File: config.mk
export PLATFORM = sky130hd
export DESIGN_NAME = mmcm_drp_rmw
export DESIGN_NICKNAME = d
export VERILOG_FILES = /design/src/rtl/mmcm_drp_rmw.sv
export SDC_FILE = /design/constraint.sdc
export NUM_CORES = 1
export LEC_CHECK = 0
export CELL_PAD_IN_SITES_DETAIL_PLACEMENT = 0
export CELL_PAD_IN_SITES_GLOBAL_PLACEMENT = 1
export CORE_MARGIN = 2
export CORE_UTILIZATION = 35
export DETAILED_ROUTE_END_ITERATION = 8
export GPL_ROUTABILITY_DRIVEN = 1
export PLACE_DENSITY = 0.54
export SYNTH_ARGS = -nofsm -noshare
export SYNTH_HDL_FRONTEND = slang
export SYNTH_SLANG_ARGS = --single-unit
File: constraint.sdc
create_clock -name dclk -period 3.3 [get_ports dclk]
set_input_delay 0.66 -clock dclk [delete_from_list [all_inputs] [get_ports dclk]]
set_output_delay 0.66 -clock dclk [all_outputs]
set_load 0.1 [all_outputs]
File: src/rtl/mmcm_drp_rmw.sv
// DRP read-modify-write sequencer for MMCME2_ADV/PLLE2_ADV reconfiguration.
// Applies a table of (addr, keep-mask, data) entries with the MMCM held in reset, then waits for LOCKED.
module mmcm_drp_rmw #(
    parameter int unsigned MAX_ENTRIES  = 23,
    parameter int unsigned IDX_W        = 5,
    parameter int unsigned DRDY_TIMEOUT = 255,
    parameter int unsigned LOCK_TIMEOUT = 65535
) (
    input  logic             dclk,
    input  logic             rst_n,
    input  logic             cfg_we,
    input  logic [IDX_W-1:0] cfg_idx,
    input  logic [6:0]       cfg_addr,
    input  logic [15:0]      cfg_mask,
    input  logic [15:0]      cfg_data,
    input  logic [IDX_W-1:0] n_entries,
    input  logic             start,
    output logic             ready,
    output logic             busy,
    output logic             done,
    output logic             error,
    output logic [6:0]       daddr,
    output logic [15:0]      din,
    input  logic [15:0]      dout,
    output logic             den,
    output logic             dwe,
    input  logic             drdy,
    output logic             rst_mmcm,
    input  logic             locked
);

    localparam int unsigned DRDY_CW = $clog2(DRDY_TIMEOUT + 1);
    localparam int unsigned LOCK_CW = $clog2(LOCK_TIMEOUT + 1);
    localparam int unsigned CNT_W   = (LOCK_CW > DRDY_CW) ? LOCK_CW : DRDY_CW;

    localparam logic [IDX_W-1:0] MAX_N     = IDX_W'(MAX_ENTRIES);
    localparam logic [CNT_W-1:0] DRDY_LAST = CNT_W'(DRDY_TIMEOUT - 1);
    localparam logic [CNT_W-1:0] LOCK_LAST = CNT_W'(LOCK_TIMEOUT - 1);

    typedef enum logic [3:0] {
        IDLE,
        RST_ON,
        RD,
        RD_WAIT,
        WR,
        WR_WAIT,
        RELEASE,
        LOCK_WAIT,
        FIN
    } state_t;

    state_t           state_q, state_d;
    logic [IDX_W-1:0] idx_q, idx_d;
    logic [IDX_W-1:0] n_q, n_d;
    logic [CNT_W-1:0] cnt_q, cnt_d;
    logic             abort_q, abort_d;
    logic             ready_q, ready_d;
    logic             busy_q, busy_d;
    logic             done_q, done_d;
    logic             error_q, error_d;
    logic [6:0]       daddr_q, daddr_d;
    logic [15:0]      din_q, din_d;
    logic             den_q, den_d;
    logic             dwe_q, dwe_d;
    logic             rst_mmcm_q, rst_mmcm_d;

    logic [6:0]       tab_addr_q [MAX_ENTRIES];
    logic [15:0]      tab_mask_q [MAX_ENTRIES];
    logic [15:0]      tab_data_q [MAX_ENTRIES];

    logic             tab_we;
    logic [IDX_W-1:0] idx_nxt;
    logic [IDX_W-1:0] idx_last;
    logic [15:0]      wr_val;
    logic             n_bad;

    assign tab_we   = rst_n && cfg_we && (state_q == IDLE) && (cfg_idx < MAX_N);
    assign idx_nxt  = idx_q + IDX_W'(1);
    assign idx_last = n_q - IDX_W'(1);
    assign wr_val   = (dout & tab_mask_q[idx_q]) | (tab_data_q[idx_q] & ~tab_mask_q[idx_q]);
    assign n_bad    = (n_entries == '0) || (n_entries > MAX_N);

    // Entry table: plain RAM, written only while idle
    always_ff @(posedge dclk) begin
        if (tab_we) begin
            tab_addr_q[cfg_idx] <= cfg_addr;
            tab_mask_q[cfg_idx] <= cfg_mask;
            tab_data_q[cfg_idx] <= cfg_data;
        end
    end

    // Sequencer next-state and registered-output values
    always_comb begin
        state_d    = state_q;
        idx_d      = idx_q;
        n_d        = n_q;
        cnt_d      = cnt_q;
        abort_d    = abort_q;
        ready_d    = ready_q;
        busy_d     = busy_q;
        done_d     = 1'b0;
        error_d    = error_q;
        daddr_d    = daddr_q;
        din_d      = din_q;
        den_d      = 1'b0;
        dwe_d      = 1'b0;
        rst_mmcm_d = rst_mmcm_q;

        unique case (state_q)
            IDLE: begin
                ready_d = 1'b1;
                busy_d  = 1'b0;
                if (start && ready_q) begin
                    ready_d = 1'b0;
                    busy_d  = 1'b1;
                    n_d     = n_entries;
                    idx_d   = '0;
                    abort_d = 1'b0;
                    if (n_bad) begin
                        state_d = FIN;
                        done_d  = 1'b1;
                        error_d = (n_entries > MAX_N);
                    end else begin
                        state_d    = RST_ON;
                        rst_mmcm_d = 1'b1;
                        error_d    = 1'b0;
                    end
                end
            end
            RST_ON: begin
                state_d = RD;
                den_d   = 1'b1;
                daddr_d = tab_addr_q[idx_q];
            end
            RD: begin
                state_d = RD_WAIT;
                cnt_d   = '0;
            end
            RD_WAIT: begin
                if (drdy) begin
                    state_d = WR;
                    den_d   = 1'b1;
                    dwe_d   = 1'b1;
                    din_d   = wr_val;
                end else if (cnt_q == DRDY_LAST) begin
                    state_d    = RELEASE;
                    rst_mmcm_d = 1'b0;
                    abort_d    = 1'b1;
                end else begin
                    cnt_d = cnt_q + CNT_W'(1);
                end
            end
            WR: begin
                state_d = WR_WAIT;
                cnt_d   = '0;
            end
            WR_WAIT: begin
                if (drdy) begin
                    if (idx_q == idx_last) begin
                        state_d    = RELEASE;
                        rst_mmcm_d = 1'b0;
                    end else begin
                        idx_d   = idx_nxt;
                        state_d = RD;
                        den_d   = 1'b1;
                        daddr_d = tab_addr_q[idx_nxt];
                    end
                end else if (cnt_q == DRDY_LAST) begin
                    state_d    = RELEASE;
                    rst_mmcm_d = 1'b0;
                    abort_d    = 1'b1;
                end else begin
                    cnt_d = cnt_q + CNT_W'(1);
                end
            end
            RELEASE: begin
                // LOCKED is not trusted in the cycle reset is dropped
                cnt_d = '0;
                if (abort_q) begin
                    state_d = FIN;
                    done_d  = 1'b1;
                    error_d = 1'b1;
                end else begin
                    state_d = LOCK_WAIT;
                end
            end
            LOCK_WAIT: begin
                if (locked) begin
                    state_d = FIN;
                    done_d  = 1'b1;
                    error_d = 1'b0;
                end else if (cnt_q == LOCK_LAST) begin
                    state_d = FIN;
                    done_d  = 1'b1;
                    error_d = 1'b1;
                end else begin
                    cnt_d = cnt_q + CNT_W'(1);
                end
            end
            FIN: begin
                state_d = IDLE;
                ready_d = 1'b1;
                busy_d  = 1'b0;
            end
            default: begin
                state_d = IDLE;
            end
        endcase
    end

    always_ff @(posedge dclk) begin
        if (!rst_n) begin
            state_q    <= IDLE;
            idx_q      <= '0;
            n_q        <= '0;
            cnt_q      <= '0;
            abort_q    <= 1'b0;
            ready_q    <= 1'b0;
            busy_q     <= 1'b0;
            done_q     <= 1'b0;
            error_q    <= 1'b0;
            daddr_q    <= '0;
            din_q      <= '0;
            den_q      <= 1'b0;
            dwe_q      <= 1'b0;
            rst_mmcm_q <= 1'b0;
        end else begin
            state_q    <= state_d;
            idx_q      <= idx_d;
            n_q        <= n_d;
            cnt_q      <= cnt_d;
            abort_q    <= abort_d;
            ready_q    <= ready_d;
            busy_q     <= busy_d;
            done_q     <= done_d;
            error_q    <= error_d;
            daddr_q    <= daddr_d;
            din_q      <= din_d;
            den_q      <= den_d;
            dwe_q      <= dwe_d;
            rst_mmcm_q <= rst_mmcm_d;
        end
    end

    assign ready    = ready_q;
    assign busy     = busy_q;
    assign done     = done_q;
    assign error    = error_q;
    assign daddr    = daddr_q;
    assign din      = din_q;
    assign den      = den_q;
    assign dwe      = dwe_q;
    assign rst_mmcm = rst_mmcm_q;

endmodule

# == Yosys cells after proc, flatten, opt, wreduce, memory -nomap -nowiden ==
# Memory sizes are Yosys's and may differ from the RTL's. A register that Yosys moved wholly into a read port is not among the register bits.
# Cells that the tools add are included.
# word_totals
ram_bits,897
register_bits,61
word_cells,137
memories,3
out_inout_bits,30
input_bits,71
# mem_list
name,depth,width,read_ports,rd_ports_with_merged_regs,wr,line_no,source
tab_data_q,23,16,1,1,1,69,logic [15:0] tab_data_q [MAX_ENTRIES];
tab_mask_q,23,16,1,1,1,68,logic [15:0] tab_mask_q [MAX_ENTRIES];
tab_addr_q,23,7,2,1,1,67,logic [6:0] tab_addr_q [MAX_ENTRIES];
# op_classes
n_eq_ne,24
mux,61
n_bitwise,4
reduce_logical,26
order_cmp,2
addsub,3
# ops
op,n
16-bit 2-to-1 mux,4
16-bit one-hot mux with 3 select lines,1
5-bit 2-to-1 mux,9
16-bit AND,2
4-bit 2-to-1 mux,8
4-bit one-hot mux with 8 select lines,1
1-bit 2-to-1 mux,26
"2-bit inequality test, second input constant",9
"16-bit by 1-bit adder with 16-bit output, second input constant",1
"16-bit == test, second input constant",1
"16-bit by 8-bit == test with 1-bit output, second input constant",1
"4-bit by 3-bit == test with 1-bit output, second input constant",4
16-bit NOT,1
16-bit OR,1
7-bit 2-to-1 mux,2
7-bit one-hot mux with 2 select lines,1
1-bit one-hot mux with 3 select lines,4
4-bit AND reduction,3
5-bit one-hot mux with 2 select lines,1
5-bit AND reduction,2
3-bit nonzero test,3
"4-bit by 2-bit == test with 1-bit output, second input constant",2
2-bit AND reduction,4
2-bit nonzero test,4
other kinds (18),25

# == Logic depth before layout (Yosys ltp) ==
# Gate-level depths: netlist (run 1).
# depth
ltp_word,7
mapped_depth,11

# == Worst setup path after synthesis (run 1) ==
# OpenSTA, ideal clock, no wires.
# synth_path
path_kind,flip-flop to flip-flop
from,register state_q[2]
to,memory tab_addr_q[11][0] (enable)
t_arrival_ps,3144
path_stages_with_launch,8
path_slack_ps,-279
path_buffers,2
t_required_ps,2865
period_less_slack_ps,3579
cell_sequence,dfxtp_1 buf_2 or3_1 clkbuf_1 nor3_1 and4_1 nand2b_1 nor2_1
# synth_via
elab_chain_len,5
# synth_rtl
element,line_no,source
"start, declared",52,"state_t state_q, state_d;"
"start signal, assigned",228,state_q <= state_d;
4-bit zero test,77,assign tab_we = rst_n && cfg_we && (state_q == IDLE) && (cfg_idx < MAX_N);
1-bit logical AND (2 in a row),77,
1-bit 2-to-1 mux,85,if (tab_we) begin
1-bit 2-to-1 mux (implied by the code),86,tab_addr_q[cfg_idx] <= cfg_addr;
"end, declared",67,
# Every way passes these cells.

==> results.json, run 1 <==
{
  "cts_hold_buf": 0,
  "clockRootBuffer": "clkbuf_16",
  "firstDrtPassIters": 7,
  "rows": 122,
  "crit_arrival_ns": 3.43,
  "antenna_found_initial": 3,
  "p_total_mw": 26.6,
  "finalCriticalPeriod_ns": 2.84,
  "drt-vias-per-instance": 5.35,
  "rsz0062_at_grt": "false",
  "cts_resized": 0,
  "fin_ws_ns": 0.457,
  "fin_crit_sh_pct": 86.2,
  "cts_tree": "built",
  "status": "completed",
  "synth_ff_type": "edfxtp_1",
  "die-area_um2": 114000,
  "cts_buffers": 103,
  "tightest_slew_ns": 1.07,
  "htree_levels": 3,
  "die_height_um": 338,
  "grt_pass1_vias": 21500,
  "cp.required_ns": 3.89,
  "finalMaxSlewViolations": 0,
  "synthToLayoutAreaGrowth_pct": 17.9,
  "min_path_type": "reg -> reg",
  "dpl_worst_slack_ns": 0.235,
  "ant_nets": 0,
  "wl_mm": 106,
  "maxSlewHeadroom_pct": 28.3,
  "hp-start": "din[11]",
  "ys_ff_latch": 963,
  "synth_edf_count": 897,
  "grt.total_usage_pct": 18.6,
  "via_count": 20700,
  "n_fill_cell": 9778,
  "syn-mean-instance-area_um2": 18.5,
  "clk_latency_ns": 0.68,
  "worstPathMaxFanout": 31,
  "clk_pin_slew_ns": 0.05,
  "hold_viol": 0,
  "grt_max_degree": 94,
  "die-width_um": 338,
  "yosysSeqAreaShare_pct": 72.3,
  "cp_slowest_cell": "dfxtp_4",
  "syn-num-nets": 2190,
  "final_cell_area_um2": 46100,
  "wl_per_cell_um": 27.2,
  "fmax_ghz": 0.352,
  "coreArea_um2": 111000,
  "vdd_drop_max_mv": 0.404,
  "overflow": 0,
  "placed_area_um2": 42700,
  "pwr_density_cell_nw_per_um2": 578,
  "fin_setup_tns_ns": 0,
  "grt_use_met3_pct": 2.72,
  "grt_busiest_layer": "met2",
  "grtUsageMet1_pct": 25.3,
  "crit_chain": "buf_4 > mux4_2 > o22ai_1 > a211oi_1 > a21oi_1 > buf_4 > o311a_1 > o31ai_1",
  "end_kind": "flip-flop",
  "io_buffers": 100,
  "post_cts_buffers": 0,
  "leakage_nw": 14.1,
  "syn-cell-area_um2": 39100,
  "initial_core_util_pct": 35.3,
  "grt_pass1_wl_mm": 153,
  "clk_path_buf_depth": 3,
  "drc": 0,
  "report.final.setup_viol": 0,
  "pin_count": 101,
  "cpPeakStageDelay_ns": 0.74,
  "cts_sinks": 963,
  "maxCapViolations": 0,
  "clock_skew_ns": 0.0236,
  "layout_commonest_cell": "edfxtp_1",
  "worstSetupPathType": "reg -> reg",
  "synth_cells": 2115,
  "synth.distinct_cells": 68,
  "synthArstFlopShare_pct": 0,
  "fin_nets": 2388,
  "gp_congestion": 0.786,
  "dp_hpwl_mm": 63.9,
  "yosysWarnings": 0,
  "final_cell_mix": "edfxtp_1, mux4_2, mux2i_1, nand2_1, buf_4",
  "first_iter_violations": 1729,
  "grt.met2_usage_pct": 31.2,
  "crit_top_cell": "buf_4",
  "drive_above_1_share_pct": 24.8,
  "startpoint_type": "flip-flop"
}
[where the power goes]
part	internal, mW	switching, mW	leakage, nW
Clock	6.91	4.70	1.63
Sequential	13.5	0.101	8.60
Combinational	0.386	1.03	3.89
[state kept, by name, summed over array words and instances (netlist names), 4 cells and up, named ones only]
register    cells
tab_data_q    368
n_q             5
daddr           7
tab_mask_q    368
din            16
cnt_q          16
state_q         4
tab_addr_q    161
idx_q           5
[routing by layer]
metal,vias to the layer above,part of all wire [%]
met1,11000,44
met2,528,49
li1,9055,-
met3,148,4.4
met5,-,0.012
met4,2,2.5
[area by class of cell]
type                       instances  area [um^2]  share of cell area, %
timing repair buffer             218         2260                   4.91
antenna                            1         2.50                0.00543
multi-input combinational       1012        10200                   22.2
tap                             1488         1860                   4.04
sequential                       963        28300                   61.4
inverter                          15         56.3                  0.122
clock buffer                     134         2780                   6.03
clock inverter                    50          602                   1.31
[cell families (layout without fill, tap and decap cells)]
logic type               Yosys count  in the layout  share of synthesized area (%)
AO/OA/AOI/OAI                    304            304                           5.11
XOR/XNOR                          11             11                          0.266
adder cells (fa/ha/maj)            4              4                          0.128
buffers and inverters            140            417                           1.94
flip-flops                       963            963                           72.3
multiplexers                     381            381                           16.6
other                              0              1                              0
AND/OR/NAND/NOR                  312            312                           3.64
[through the flow]
stage / util (%) / hold WS [ns] / cells
2_1_floorplan: - / 0.448 / 2115
3_3_place_gp: 38.6 / 0.444 / 3696
3_5_place_dp: 38.6 / 0.444 / 3696
4_1_cts: 41.6 / 0.462 / 3880
5_1_grt: 41.6 / 0.477 / 3880
6_report: 41.6 / 0.458 / 3881
[final timing paths]
path	endpoint	slack [ns]	cells past startpoint
worst max-delay path	din[7]	0.46	8
worst min-delay path	din[11]	0.46	2
worst max register to register	din[7]	0.46	8
worst min register to register	din[11]	0.46	2
[critical path, delay by kind of cell (launching register included)]
family                 cells  cell delay, ns
buffers and inverters      2            0.62
muxes                      1            0.28
AOI/OAI and AO/OA          5            1.05
DFF                        1            0.74
[synth_stat cells (3+ instances only)]
master	count	area, um^2
edfxtp_1	897	26900
mux4_2	207	4660
mux2i_1	119	1190
nand2_1	115	432
nor2_1	97	364
o21ai_0	73	365
a21oi_1	68	340
dfxtp_1	66	1320
mux2_2	50	563
clkbuf_1	43	161
buf_2	37	185
o22ai_1	35	219
buf_4	26	195
nand3_1	24	120
o31ai_1	20	150
o311a_1	19	190
a211oi_1	16	120
nand4_1	16	100
o21ai_1	16	80.1
a221oi_1	13	114
inv_1	13	48.8
buf_6	12	135
nand2b_1	10	62.6
or3_1	10	62.6
a22o_1	8	70.1
nor3_1	8	40.0
a21o_1	7	52.6
buf_1	7	26.3
o211a_1	6	60.1
or4_1	6	45.0
mux2_1	5	56.3
o211ai_1	5	37.5
xnor2_1	5	43.8
xor2_1	5	43.8
ha_1	4	50.1
nor2b_1	4	25.0
and2_1	3	18.8
o21a_1	3	22.5
Power figures use the tool's default switching activity.
==> run 2, diff against run 1 <==
--- a/config.mk
+++ b/config.mk
@@ -8,10 +8,10 @@
 export CELL_PAD_IN_SITES_DETAIL_PLACEMENT = 0
 export CELL_PAD_IN_SITES_GLOBAL_PLACEMENT = 1
 export CORE_MARGIN = 2
-export CORE_UTILIZATION = 35
+export CORE_UTILIZATION = 49
 export DETAILED_ROUTE_END_ITERATION = 8
 export GPL_ROUTABILITY_DRIVEN = 1
-export PLACE_DENSITY = 0.54
+export PLACE_DENSITY = 0.72
 export SYNTH_ARGS = -nofsm -noshare
 export SYNTH_HDL_FRONTEND = slang
 export SYNTH_SLANG_ARGS = --single-unit
==> constraint.sdc (replaced) <==
create_clock -name dclk -period 3.3 [get_ports dclk]
set_input_delay 0.495 -clock dclk [delete_from_list [all_inputs] [get_ports dclk]]
set_output_delay 0.495 -clock dclk [all_outputs]
set_load 0.1 [all_outputs]
==> results.json, run 2 (synthesized netlist as in run 1, its figures left out) <==
{
  "status": "completed",
  "fin_nets": 2377,
  "drive_above_1_share_pct": 23.9,
  "io_buffers": 100,
  "cts_sinks": 963,
  "clk_latency_ns": 0.67,
  "finalCriticalPeriod_ns": 2.86,
  "synthToLayoutAreaGrowth_pct": 16.0,
  "wl_mm": 97.6,
  "leakage_nw": 14.0,
  "initial_core_util_pct": 49.4,
  "diodes": 0,
  "clk_path_buf_depth": 3,
  "pin_count": 101,
  "maxSlewHeadroom_pct": 20.3,
  "hp-start": "n_entries[2]",
  "dpl_worst_slack_ns": 0.424,
  "startpoint_type": "flip-flop",
  "hold_depth": 3,
  "crit_arrival_ns": 3.29,
  "clk_pin_slew_ns": 0.06,
  "htree_levels": 3,
  "worstSetupPathType": "reg -> reg",
  "die_height_um": 286,
  "first_iter_violations": 2099,
  "reg_top3": "tab_data_q: 368 flops, tab_mask_q: 368 flops, tab_addr_q: 161 flops",
  "grt_pass1_wl_mm": 144,
  "r2r_cells": 7,
  "coreArea_um2": 79000,
  "wl_per_cell_um": 28.4,
  "via_count": 21000,
  "cts_resized": 0,
  "fmax_ghz": 0.350,
  "fin_crit_sh_pct": 86.5,
  "die-width_um": 286,
  "vdd_drop_max_mv": 0.372,
  "maxCapViolations": 0,
  "end_kind": "flip-flop",
  "overflow": 0,
  "rsz0062_at_grt": "false",
  "final_cell_area_um2": 45300,
  "dp_hpwl_mm": 60.3,
  "hold_viol": 0,
  "worstPathMaxFanout": 10,
  "min_path_type": "in -> reg",
  "final_cell_mix": "edfxtp_1, mux4_2, mux2i_1, nand2_1, clkbuf_16",
  "tightest_slew_ns": 1.19,
  "cts_hold_buf": 0,
  "pwr_density_cell_nw_per_um2": 578,
  "drc": 0,
  "firstDrtPassIters": 5,
  "fin_ws_ns": 0.445,
  "clockRootBuffer": "clkbuf_16",
  "layout_commonest_cell": "edfxtp_1",
  "ant_nets": 0,
  "grt_pass1_vias": 21500,
  "placed_area_um2": 42000,
  "drt-vias-per-instance": 6.12,
  "post_cts_buffers": 0,
  "min_to": "n_q[2]",
  "cts_buffers": 99,
  "report.final.setup_viol": 0,
  "r2r_start": "n_q[0]",
  "die-area_um2": 82000,
  "clock_skew_ns": 0.0306,
  "rows": 103,
  "antenna_found_initial": 1,
  "grt.total_usage_pct": 24.1,
  "finalMaxSlewViolations": 0,
  "r2r_setup_slack_ns": 0.44,
  "cp.required_ns": 3.74,
  "gp_congestion": 0.804,
  "cts_tree": "built",
  "grt_max_degree": 71
}
## run 2: layout make-up
cell class	instances	area, um^2
Fill cell	5831	33700
Sequential cell	963	28300
Inverter	15	56.3
Timing Repair Buffer	211	2160
Multi-Input combinational cell	1012	10200
Clock inverter	61	662
Clock buffer	124	2610
Tap cell	1050	1310
## run 2: worst max path at each step
stage,start,depth (start not counted),end
floorplan,state_q[2],7,tab_addr_q[11][0]
global route,n_q[0],7,flip-flop
finish,n_q[0],7,flip-flop
detailed placement,cfg_idx[4],6,tab_mask_q[14][14]
global placement,cfg_we,6,tab_mask_q[19][0]
CTS,n_q[0],7,flip-flop
## run 2: metrics by stage
step	hold slack [ns]	setup TNS [ns]	total power [mW]	utilization, %	cells
3_3_place_gp	0.442	0	15.2	53.2	3251
3_5_place_dp	0.445	0	15.2	53.2	3251
6_report	0.441	0	26.2	57.3	3436
4_1_cts	0.414	0	26.4	57.3	3436
5_1_grt	0.437	0	27.0	57.3	3436
2_1_floorplan	0.448	-114.57	14.7	-	2115
## run 2: where the power goes
part	internal (mW)	switching, mW	leakage [nW]	total, mW
Clock	6.57	4.65	1.61	11.2
Combinational	0.369	1.00	3.80	1.37
Sequential	13.5	0.109	8.60	13.6
## run 2: critical path, stage by stage (launching register included)
cell and delay, ns:
dfxtp_1 0.41, inv_1 0.06, ha_1 0.22, and2_1 0.17, a211o_1 0.28, a21oi_1 0.20
o211ai_1 0.38, o21ai_0 0.91
## run 2: routing by layer
metal  routed length [um]  up-vias  global-route usage, %
met4                 2020        0                   6.02
met5                    0        -                      0
met3                 6010      132                   3.41
li1                     -     9027                      -
met1                40300    11100                   33.8
met2                49300      797                   40.3
==> run 3, diff against run 2 <==
--- a/config.mk
+++ b/config.mk
@@ -9,9 +9,10 @@
 export CELL_PAD_IN_SITES_GLOBAL_PLACEMENT = 1
 export CORE_MARGIN = 2
 export CORE_UTILIZATION = 49
+export CTS_CLUSTER_SIZE = 12
 export DETAILED_ROUTE_END_ITERATION = 8
 export GPL_ROUTABILITY_DRIVEN = 1
-export PLACE_DENSITY = 0.72
+export PLACE_DENSITY = 0.87
 export SYNTH_ARGS = -nofsm -noshare
 export SYNTH_HDL_FRONTEND = slang
 export SYNTH_SLANG_ARGS = --single-unit
==> results.json, run 3 (synthesized netlist as in run 1, its figures left out) <==
{
  "postLayoutCoreUtil_pct": 56.9,
  "drive_above_1_share_pct": 22.9,
  "grt_use_met3_pct": 4.82,
  "grt_pass1_wl_mm": 141,
  "finalCriticalPeriod_ns": 2.92,
  "rows": 103,
  "antenna_found_initial": 4,
  "clock_skew_ns": 0.0305,
  "cts_resized": 0,
  "hold_viol": 0,
  "finalMaxSlewViolations": 0,
  "cpPeakStageDelay_ns": 0.49,
  "initial_core_util_pct": 49.4,
  "tightest_slew_ns": 1.04,
  "htree_levels": 3,
  "vdd_drop_max_mv": 0.456,
  "cp_num_buf_inv": 1,
  "grt_pass1_vias": 21900,
  "post_cts_buffers": 0,
  "placed_area_um2": 42000,
  "end_kind": "flip-flop",
  "cts_hold_buf": 0,
  "grt.total_usage_pct": 23.3,
  "drc": 0,
  "final_cell_area_um2": 44900,
  "clk_pin_slew_ns": 0.06,
  "startpoint_type": "flip-flop",
  "pin_count": 101,
  "clk_path_buf_depth": 3,
  "firstDrtPassIters": 6,
  "wl_mm": 95.1,
  "worstPathMaxFanout": 24,
  "drt-vias-per-instance": 6.27,
  "cp.required_ns": 3.60,
  "hold_ws_ns": 0.431,
  "clk_latency_ns": 0.68,
  "via_count": 21400,
  "status": "completed",
  "die-width_um": 286,
  "first_iter_violations": 2717,
  "synthToLayoutAreaGrowth_pct": 15.0,
  "fin_nets": 2373,
  "overflow": 0,
  "rsz0062_at_grt": "false",
  "die-area_um2": 82000,
  "grtUsageMet1_pct": 31.6,
  "cts_tree": "built",
  "die_height_um": 286,
  "io_buffers": 100,
  "ant_nets": 0,
  "n_fill_cell": 5649,
  "gp_congestion": 0.835,
  "grt.met2_usage_pct": 38.8,
  "min_path_type": "in -> reg",
  "report.final.setup_viol": 0,
  "crit_arrival_ns": 3.22,
  "fmax_ghz": 0.343,
  "leakage_nw": 13.8,
  "wl_per_cell_um": 27.8,
  "reg_top3": "tab_data_q: 368 flops, tab_mask_q: 368 flops, tab_addr_q: 161 flops",
  "grt_busiest_layer": "met2",
  "cts_sinks": 963,
  "pwr_density_cell_nw_per_um2": 562,
  "maxCapViolations": 0,
  "multiInputGateArea_um2": 10200,
  "crit_chain": "or3_1 > nor3_1 > and4_1 > nand2_1 > nor2_4 > buf_4",
  "coreArea_um2": 79000,
  "maxSlewHeadroom_pct": 30.5,
  "cp_slowest_cell": "or3_1",
  "grt_max_degree": 101,
  "crit_family": "simple AND/OR/NAND/NOR gates",
  "layout_commonest_cell": "edfxtp_1",
  "final_cell_mix": "edfxtp_1, mux4_2, mux2i_1, nand2_1, clkbuf_16",
  "worstSetupPathType": "reg -> reg",
  "dp_hpwl_mm": 57.2,
  "cts_buffers": 97,
  "clockRootBuffer": "clkbuf_16",
  "fin_crit_sh_pct": 88.4,
  "regArea_um2": 28300
}
run 3: layout make-up:
cell class,instances,area share [%]
antenna,2,0.0111
clock buffer,144,6.00
clock inverter,22,0.543
inverter,15,0.125
multi-input combinational,1012,22.8
sequential,963,62.9
tap,1050,2.92
timing repair buffer,209,4.69
run 3: through the flow:
stage | std cells | setup slack, ns | setup TNS, ns | power (mW)
6_report | 3417 | 0.381 | 0 | 25.2
5_1_grt | 3417 | 0.277 | 0 | 26.0
4_1_cts | 3415 | 0.426 | 0 | 25.4
3_5_place_dp | 3249 | 0.384 | 0 | 15.2
3_3_place_gp | 3249 | 0.467 | 0 | 15.2
2_1_floorplan | 2115 | -0.279 | -114.57 | 14.7
run 3: routing by layer:
layer | share of wire (%) | vias up
met1 | 39 | 11100
li1 | - | 8997
met5 | 0.028 | -
met2 | 50 | 1170
met3 | 8.9 | 173
met4 | 2.4 | 4
run 3: path summary, 6_finish.rpt:
check / from / endpoint / slack (ns) / cells after the start
max: state_q[0] / tab_mask_q[13][7] / 0.38 / 6
min: n_entries[2] / n_q[2] / 0.43 / 3
max reg2reg: state_q[0] / tab_mask_q[13][7] / 0.38 / 6
min reg2reg: din[8] / din[8] / 0.46 / 2
run 3: report_power, final:
group	internal (mW)	switching, mW
sequential	13.5	0.106
combinational	0.372	0.998
clock	5.81	4.46
run 3: tightest hold or removal path, stage by stage:
cell             delay (ns)
clkdlybuf4s50_1        0.42
nand2_1                0.06
a21oi_1                0.05
